[config.mk]
export PLATFORM = sky130hd
export DESIGN_NAME = pe_line_buffer
export DESIGN_NICKNAME = d
export VERILOG_FILES = /design/src/rtl/pe_line_buffer.sv
export SDC_FILE = /design/constraint.sdc
export NUM_CORES = 1
export LEC_CHECK = 0
export CAP_MARGIN = 20
export CORE_MARGIN = 8
export CORE_UTILIZATION = 50
export DETAILED_ROUTE_END_ITERATION = 7
export PLACE_DENSITY = 0.68
export SLEW_MARGIN = 30
export SYNTH_ARGS = -nofsm -noshare
export SYNTH_HDL_FRONTEND = slang
export SYNTH_SLANG_ARGS = --single-unit
[constraint.sdc]
create_clock -name clk -period 7.34 [get_ports clk]
set_clock_uncertainty 0.05 [all_clocks]
set_input_delay 1.835 -clock clk [delete_from_list [all_inputs] [get_ports clk]]
set_output_delay 1.835 -clock clk [all_outputs]
set_load 0.05 [all_outputs]
[src/rtl/pe_line_buffer.sv]
// Raster-order line buffer feeding the PE array: emits one {r-2, r-1, r} pixel
// column per accepted pixel, plus window-complete and end-of-frame flags.
module pe_line_buffer #(
  parameter int IMG_W = 32,
  parameter int IMG_H = 32
) (
  input  logic        clk,
  input  logic        rst,
  input  logic        clear,
  input  logic        in_valid,
  input  logic [7:0]  pixel_in,
  output logic [23:0] col_out,
  output logic        col_valid,
  output logic        win_valid,
  output logic        frame_done
);
  localparam int CW = $clog2(IMG_W);
  localparam int RW = $clog2(IMG_H);

  logic [CW-1:0] col_q, col_d;
  logic [RW-1:0] row_q, row_d;
  logic [7:0]    line0_q [IMG_W];
  logic [7:0]    line1_q [IMG_W];
  logic [23:0]   col_out_d;
  logic          col_valid_d, win_valid_d, frame_done_d;
  logic          accept, last_col, last_row;

  assign accept   = in_valid && !clear;
  assign last_col = (col_q == CW'(IMG_W - 1));
  assign last_row = (row_q == RW'(IMG_H - 1));

  always_comb begin
    col_d        = col_q;
    row_d        = row_q;
    col_out_d    = col_out;
    col_valid_d  = 1'b0;
    win_valid_d  = 1'b0;
    frame_done_d = 1'b0;
    if (clear) begin
      col_d = '0;
      row_d = '0;
    end else if (in_valid) begin
      col_out_d    = {line1_q[col_q], line0_q[col_q], pixel_in};
      // Rows 0-1 still carry stale line data (previous frame or post-reset)
      col_valid_d  = (row_q >= RW'(2));
      win_valid_d  = (row_q >= RW'(2)) && (col_q >= CW'(2));
      frame_done_d = last_col && last_row;
      if (last_col) begin
        col_d = '0;
        row_d = last_row ? '0 : row_q + RW'(1);
      end else begin
        col_d = col_q + CW'(1);
      end
    end
  end

  always_ff @(posedge clk or negedge rst) begin
    if (!rst) begin
      col_q      <= '0;
      row_q      <= '0;
      col_out    <= '0;
      col_valid  <= 1'b0;
      win_valid  <= 1'b0;
      frame_done <= 1'b0;
    end else begin
      col_q      <= col_d;
      row_q      <= row_d;
      col_out    <= col_out_d;
      col_valid  <= col_valid_d;
      win_valid  <= win_valid_d;
      frame_done <= frame_done_d;
    end
  end

  // Line storage is deliberately unreset; the row-based masking hides it
  always_ff @(posedge clk) begin
    if (accept) begin
      line1_q[col_q] <= line0_q[col_q];
      line0_q[col_q] <= pixel_in;
    end
  end
endmodule

## After elaboration in Yosys (flattened, before gate mapping)

Memories as Yosys holds them, arrays and structs flattened. A register that Yosys moved wholly into a read port is not among the register bits.
Cells that the tools add are included.

- Magnitude comparators: 2
- Bitwise operators: 1
- Mux-type cells: 15
- Equal/unequal tests: 2
- Add/sub/neg operators: 2
- Reduce and logical (&&, ||, !) cells: 9

Operators by type and width:

| cell | count |
|---|---|
| 2-to-1 mux 5 bit | 7 |
| adder 5 x 1 -> 5 bit (second input constant) | 2 |
| equality test 5 bit (second input constant) | 2 |
| greater-or-equal comparator 5 x 2 -> 1 bit (second input constant) | 2 |
| 2-to-1 mux 1 bit | 8 |
| AND reduction 2 bit | 2 |
| nonzero test 2 bit | 2 |
| logical AND 1 bit | 3 |
| logical NOT 1 bit | 2 |
| inverter 1 bit | 1 |

- RAM bits: 512
- Memories kept: 2
- Bits in registers: 37

Memory list:

| memory | depth | bits a word | read ports | clocked after Yosys merged registers in | wr ports | RTL line | text |
|---|---|---|---|---|---|---|---|
| line0_q | 32 | 8 | 1 | 0 | 1 | 22 | `logic [7:0] line0_q [IMG_W];` |
| line1_q | 32 | 8 | 1 | 1 | 1 | 23 | `logic [7:0] line1_q [IMG_W];` |

## Longest topological paths before layout

Gate-level depths: netlist of the first run.

- Depth in word-level cells: 5
- Gate-level depth with buffers: 10

## Worst setup path before layout of the first run

Ideal clock, no wire load.

- Path kind: input to register
- From: input port in_valid
- To: memory line0_q[0][0] (enable)
- Setup slack: 3.306 ns
- Buffers on the path: 3
- Stages on the path: 6
- Required time: 6.902 ns
- Data arrival time: 3.595 ns
- Path through: buf_2 nor2b_1 clkbuf_1 clkbuf_1 nand2_1 nor2_1

- Cells in the longest elaborated chain, start to end: 3

RTL lines:

| what | RTL line | text |
|---|---|---|
| start, declared | 10 | `input logic in_valid,` |
| logical AND 1 bit | 28 | `assign accept = in_valid && !clear;` |
| 2-to-1 mux 1 bit | 77 | `if (accept) begin` |
| 2-to-1 mux 1 bit (not written as such) | 79 | `line0_q[col_q] <= pixel_in;` |
| end, declared | 22 |  |

No other way between the ends.

## Final worst setup path of the first run

- From: input port in_valid
- To: memory line1_q[21][4] (enable)

- Cells in the longest elaborated chain, start to end: 3

RTL lines:

| what | RTL line | text |
|---|---|---|
| logical AND 1 bit | 28 |  |
| 2-to-1 mux 1 bit | 77 |  |
| 2-to-1 mux 1 bit (not written as such) | 78 | `line1_q[col_q] <= line0_q[col_q];` |
| end, declared | 23 |  |

No other way between the ends.

==> impl_results.md, run 1 <==
- Final Hold Slack: 0.4566 ns
- Clock root buffer master: clkbuf_16
- WP data required: 7.58 ns
- Reg-to-reg endpoint: line1_q[4][7]
- Die height: 222.9 um
- Max Slew Vio Count: 0
- Non-Filler Instances: 1801
- Drt total wl: 51.65 mm
- Relative slew slack: 33.76%
- Cts repair resizes: 0
- RSZ-0062 raised after global routing: no
- Dpl cells: 1703
- Synth area leaders: edfxtp_1, mux2i_1, mux4_2, dfrtp_1, o22ai_1
- Post-synth top area share: 71.84%
- Final Hold Vio Count: 0
- Vias in the first global route: 11010
- CP Capture Type: register
- Max capacitance violation total: 0
- Final-report setup violation count: 0
- Most used DFF post-synth: edfxtp_1
- Leakage: 7.618 nW
- Hold wc startpoint: col_out[1]
- Core area: 42700 um2
- Min-delay worst type: reg -> reg
- Total Nets Final: 1232
- CP max stage cell: nor2_1
- I/O pin total: 39
- Worst-path maximum fanout: 35
- Worst setup SP type: input port
- Total Routing Usage GR: 20.65%
- Starting Density: 50.13%
- CTS tree: done
- DRC violations left: 0
- DR vias: 11240
- Clock sink total: 549
- Violation count after the first detailed-route iteration: 1450
- Top cell by count, worst path: buf_4
- Clk buf depth: 3
- Most frequent cell after synthesis: edfxtp_1
- Cell area power density: 273.8 nW/um2
- Fill cells: 3141
- WHS Endpoint: col_out[1]
- Antenna Cells: 0
- Antenna-violating nets left: 0
- Placement Rows: 76
- Synthesized Nets: 1163
- Number of port buffers: 38
- F_max: 219.2 MHz
- Number of synthesized flops with an enable pin: 512
- Final Cell Area: 24090 um2
- Delay-heaviest family, CP: simple AND/OR/NAND/NOR gates
- Final worst-path cycle share: 62.14%
- Final min period: 4.561 ns
- WP buf/inv: 3
- Synth top cells by count: edfxtp_1, mux2i_1, nor2_1, o22ai_1, mux4_2
- Avg Synthesized Cell Area: 18.72 um2
- Setup CP Type: in -> reg
- TritonCTS Buffers: 53
- Area Growth Syn to Fin: 12.57%
- Count of different cell masters after synthesis: 53
- WP depth: 6
- Largest net degree at the start of global routing: 43
- Seq/Total Area, Yosys: 76.16%
- Outcome: finished clean
- Synth area leader: edfxtp_1
- Largest stage delay on the critical path: 0.77 ns
- Post CTS Setup Buffer Count: 0
- Worst VDD drop: 0.0002239 V
- First-pass GRT wire length: 75.41 mm
- Initial antenna violation count: 1
- Die area: 49680 um2
- Share of post-route cells with drive strength above 1: 16.73%
- Reg-to-reg critical path startpoint: col_q[1]
- Area after DPL: 22420 um2
- Sum Neg Setup Slack: 0 ns
- Flop2flop setup slack: 2.90 ns
- Worst Hold Path Cells: 1
- # hold bufs at CTS: 0
- Synthesized instance count: 1143
- Wire per inst: 28.68 um
- Synth Cell Area: 21400 um2
- HPWL after DPL: 32.85 mm
- Async S/R FF share, synth: 6.740%
- Clk_lat worst skew: 0.59 ns
- Register bit total from synthesis: 549
- Crit path cell chain: clkdlybuf4s50_1 > nor2b_4 > buf_4 > nand2_1 > nor2_1 > buf_4
- Clock slew at reported path FFs: 0.06 ns
- Routed vias/inst: 6.240
- Actual slew at the worst max-slew pin: 0.9845 ns
- CTS H-Tree Depth: 2
- Crit path DAT: 4.81 ns
- Yosys Warn Count: 0
- Gr ovfl total: 0
- Gpl congestion: 0.8627
- Horiz. Die Dim: 222.9 um
- DR pass1 iterations: 5
- R2r worst-path depth: 6
## worst max path at each step
| stage | startpoint | endpoint | slack [ns] |
|---|---|---|---|
| finish | in_valid | line1_q[21][4] | 2.78 |
| global route | in_valid | line0_q[11][2] | 2.57 |
| CTS | in_valid | line1_q[21][0] | 2.79 |
| detailed placement | in_valid | line1_q[21][6] | 2.16 |
| global placement | in_valid | line0_q[9][7] | 2.18 |
| floorplan | in_valid | line0_q[0][0] | 3.31 |
## cell type report
| cell class | count | area (um2) | area share (%) |
|---|---|---|---|
| Multi-Input combinational cell | 527 | 4762 | 19.77 |
| Clock inverter | 26 | 224.0 | 0.9296 |
| Timing Repair Buffer | 78 | 653.1 | 2.711 |
| Tap cell | 546 | 683.2 | 2.836 |
| Clock buffer | 72 | 1450 | 6.019 |
| Inverter | 3 | 11.26 | 0.04674 |
| Sequential cell | 549 | 16310 | 67.69 |
## through the flow
stage	utilization [%]	setup WS [ns]	total power, mW
2_1_floorplan	-	3.306	3.840
3_3_place_gp	52.46	2.176	4.032
3_5_place_dp	52.50	2.157	4.038
4_1_cts	56.42	2.789	6.636
5_1_grt	56.43	2.571	6.778
6_report	56.43	2.779	6.597
## metal layers
metal	track usage [%]	vias to the layer above	wire length [um]
li1	-	4784	-
met1	28.64	5753	21000
met2	30.84	594	23280
met3	5.318	106	5178
met4	8.794	2	2192
met5	0	-	11
## layout by cell type, fill, tap and decap left out, drive strengths merged, types with 3 or more instances in the layout
cell	synthesis	final
clkinv	0	21
a31oi	9	9
nand3b	3	3
nor3	8	8
mux2	18	18
nand2	7	7
nand4b	4	4
a221oi	3	3
a22oi	10	10
or4b	5	5
o22ai	72	72
nor4	12	12
mux4	42	42
mux2i	162	162
and3	5	5
nor2	82	82
nor3b	3	3
edfxtp	512	512
nand3	10	10
and3b	3	3
dfrtp	37	37
a21oi	6	6
ha	8	8
a41oi	8	8
inv	3	4
buf	50	46
a222oi	6	6
bufinv	0	4
o21ai	12	12
nand4bb	5	5
clkbuf	14	72
a22o	8	8
clkdlybuf4s50	0	32
## worst reg2reg max path, delay by kind of cell (launching register included)
kind                   cells  cell delay [ns]
AO/OA/AOI/OAI              1             0.12
flip-flops                 1             0.86
AND/OR/NAND/NOR            2             1.67
buffers and inverters      2             1.16
multiplexers               1             0.31
## where the power goes
part	switching, mW	internal (mW)
registers	0.0439	3.48
logic	0.302	0.141
clock network	1.11	1.52
## registers in the layout (all words and copies together), names as in the netlist
| signal | cells |
|---|---|
| row_q | 5 |
| frame_done | 1 |
| line1_q | 256 |
| win_valid | 1 |
| col_out | 24 |
| line0_q | 256 |
| col_valid | 1 |
| col_q | 5 |
## kinds of logic (layout without fill, tap and decap cells)
| family | Yosys count | after routing | synth area share (%) |
|---|---|---|---|
| DFF | 549 | 549 | 76.16 |
| buffers and inverters | 67 | 179 | 1.842 |
| AOI/OAI and AO/OA | 137 | 137 | 4.396 |
| and+or+nand+nor | 160 | 160 | 4.186 |
| adders and majority gates | 8 | 8 | 0.4677 |
| muxes | 222 | 222 | 12.94 |
No activity file was read; power rests on OpenSTA's default activity.
==> inputs of run 2 (changes only) <==
Clock period 7.34 ns to 4.8 ns, I/O delays scaled along.
==> run 2 against run 1 <==
- routed wire length decreased by 3.7%
- critical endpoint is now line1_q[30][4]
- flip-flop and latch count unchanged
- clock power increased by 53%
- sequential power increased by 52%
- setup slack got worse by 1.5 ns
- clock-buffer cell count unchanged
- largest cell class unchanged
- global-route usage decreased by 0.89 points
- via count decreased by 0.91%
==> impl_results.md, run 2 (synthesized netlist as in run 1, its figures left out) <==
- Area after DPL: 22600 um2 (+0.84%)
- Total Routing Usage GR: 19.76% (-0.89 points)
- Placement Rows: 76 (unchanged)
- Worst-path maximum fanout: 51 (+46%)
- Antenna Cells: 0 (unchanged)
- Max capacitance violation total: 0 (unchanged)
- Routed vias/inst: 6.092 (-2.4%)
- Worst Hold Path Cells: 1 (unchanged)
- Gpl congestion: 0.8745 (+1.4%)
- CTS H-Tree Depth: 2 (unchanged)
- CP max stage cell: dfrtp_4
- Final Hold Vio Count: 0 (unchanged)
- First-pass GRT wire length: 72.68 mm (-3.6%)
- Top cell by count, worst path: buf_4
- Max Slew Vio Count: 0 (unchanged)
- CTS tree: done
- Largest stage delay on the critical path: 0.97 ns (+0.20 ns)
- R2r worst-path depth: 6 (unchanged)
- Largest net degree at the start of global routing: 72 (+67%)
- Post CTS Setup Buffer Count: 0 (unchanged)
- Reg-to-reg critical path startpoint: col_q[1]
- Fill cells: 3152 (+0.35%)
- Vias in the first global route: 10740 (-2.4%)
- DR pass1 iterations: 5 (unchanged)
- Wire per inst: 27.21 um (-5.1%)
- Drt total wl: 49.75 mm (-3.7%)
- Outcome: finished clean
- Worst VDD drop: 0.0002917 V (+30%)
- TritonCTS Buffers: 54 (+1.9%)
- Starting Density: 50.13% (unchanged)
- Final min period: 3.551 ns
- Final worst-path cycle share: 73.99%
- Initial antenna violation count: 0 (-1)
- Worst setup SP type: register
- Leakage: 7.720 nW (+1.3%)
- DR vias: 11140 (-0.91%)
- Clock root buffer master: clkbuf_16
- Gr ovfl total: 0 (unchanged)
- Clk_lat worst skew: 0.59 ns (about the same)
- Hold wc startpoint: col_out[6]
- Setup CP Type: reg -> reg
- Final Cell Area: 24280 um2 (+0.80%)
- Relative slew slack: 35.86% (+2.1 points)
- Area Growth Syn to Fin: 13.47%
- Violation count after the first detailed-route iteration: 1287 (-11%)
- Core area: 42700 um2 (unchanged)
- Horiz. Die Dim: 222.9 um (unchanged)
- Clock sink total: 549 (unchanged)
- Commonest non-fill, non-tap cells in the layout: edfxtp_1, mux2i_1, nor2_1, o22ai_1, buf_4
- I/O pin total: 39 (unchanged)
- Total Nets Final: 1259 (+2.2%)
- Antenna-violating nets left: 0 (unchanged)
- Clk buf depth: 3 (unchanged)
- Die height: 222.9 um (unchanged)
- Cell area power density: 415.3 nW/um2 (+52%)
- WHS Endpoint: col_out[6]
- HPWL after DPL: 31.78 mm (-3.3%)
- RSZ-0062 raised after global routing: no
- CP Capture Type: register
- Actual slew at the worst max-slew pin: 0.9533 ns (-0.03118 ns)
- WP buf/inv: 2 (-1)
- Final-report setup violation count: 0 (unchanged)
- Clock slew at reported path FFs: 0.06 ns (about the same)
- Flop2flop setup slack: 1.25 ns (-1.65 ns)
- Fin util: 56.88% (+0.45 points)
- Min-delay worst type: reg -> reg
- Cts repair resizes: 0 (unchanged)
- Final Hold Slack: 0.4615 ns (+0.004881 ns)
- Crit path DAT: 3.79 ns (-1.02 ns)
- Number of port buffers: 38 (unchanged)
- Top Registers: line0_q (256), line1_q (256), col_out (24)
- Crit path cell chain: buf_4 > mux2i_1 > o22ai_1 > nor4_1 > nand3_1 > buf_4
- # hold bufs at CTS: 0 (unchanged)
- Reg-to-reg endpoint: line1_q[30][4]
- Share of post-route cells with drive strength above 1: 16.93% (+0.19 points)
- Delay-heaviest family, CP: simple AND/OR/NAND/NOR gates
- DRC violations left: 0 (unchanged)
- F_max: 281.6 MHz
- Sum Neg Setup Slack: 0 ns (unchanged)
- Die area: 49680 um2 (unchanged)
- Most common cell after layout, fill and taps aside: edfxtp_1
- WP data required: 5.04 ns (-2.54 ns)
-- run 2: worst register-to-register path: cells and delay by family, from the launching register on --
kind / cells / cell delay, ns
AO/OA/AOI/OAI: 1 / 0.09
buffers and inverters: 2 / 0.80
flip-flops: 1 / 0.97
multiplexers: 1 / 0.21
AND/OR/NAND/NOR: 2 / 1.14
-- run 2: layer usage --
| metal | global-route usage, % | up-vias | share of wire, % |
|---|---|---|---|
| met1 | 27.98 | 5710 | 41 |
| li1 | - | 4847 | - |
| met2 | 31.16 | 501 | 48 |
| met5 | 0 | - | 0 |
| met3 | 3.441 | 79 | 8.2 |
| met4 | 6.223 | 0 | 2.7 |
-- run 2: layout make-up --
class                   count  area (um2)  share of cell area (%)
flip-flops and latches    549       16310                   67.15
multi-input cells         527        4720                   19.43
clock buffers              72        1450                   5.971
repair buffers            104       880.8                   3.627
well taps                 546       683.2                   2.813
clock inverters            27       231.5                  0.9532
inverters                   3       11.26                 0.04637
-- run 2: through the flow --
| stage | total power [mW] | setup slack [ns] | cells |
|---|---|---|---|
| detailed placement | 6.162 | 0.8913 | 1729 |
| global route | 10.36 | 1.111 | 1828 |
| global placement | 6.151 | 0.9957 | 1729 |
| floorplan | 5.873 | 1.401 | 1143 |
| finish | 10.09 | 1.249 | 1828 |
| CTS | 10.15 | 1.191 | 1828 |
-- run 2: where the power goes --
| group | internal, mW | switching, mW | total (mW) |
|---|---|---|---|
| Clock | 2.33 | 1.70 | 4.03 |
| Combinational | 0.230 | 0.442 | 0.672 |
| Sequential | 5.32 | 0.0582 | 5.38 |
| Total | 7.88 | 2.20 | 10.1 |
-- run 2: worst max-delay path by stage --
stage,endpoint,depth (start not counted),from,slack [ns]
floorplan,line0_q[0][0],6,in_valid,1.40
global placement,line0_q[24][1],5,in_valid,1.0
global route,line1_q[31][4],6,col_q[1],1.11
CTS,line1_q[27][4],6,col_q[1],1.19
finish,line1_q[30][4],6,col_q[1],1.25
detailed placement,line0_q[24][1],5,in_valid,0.89
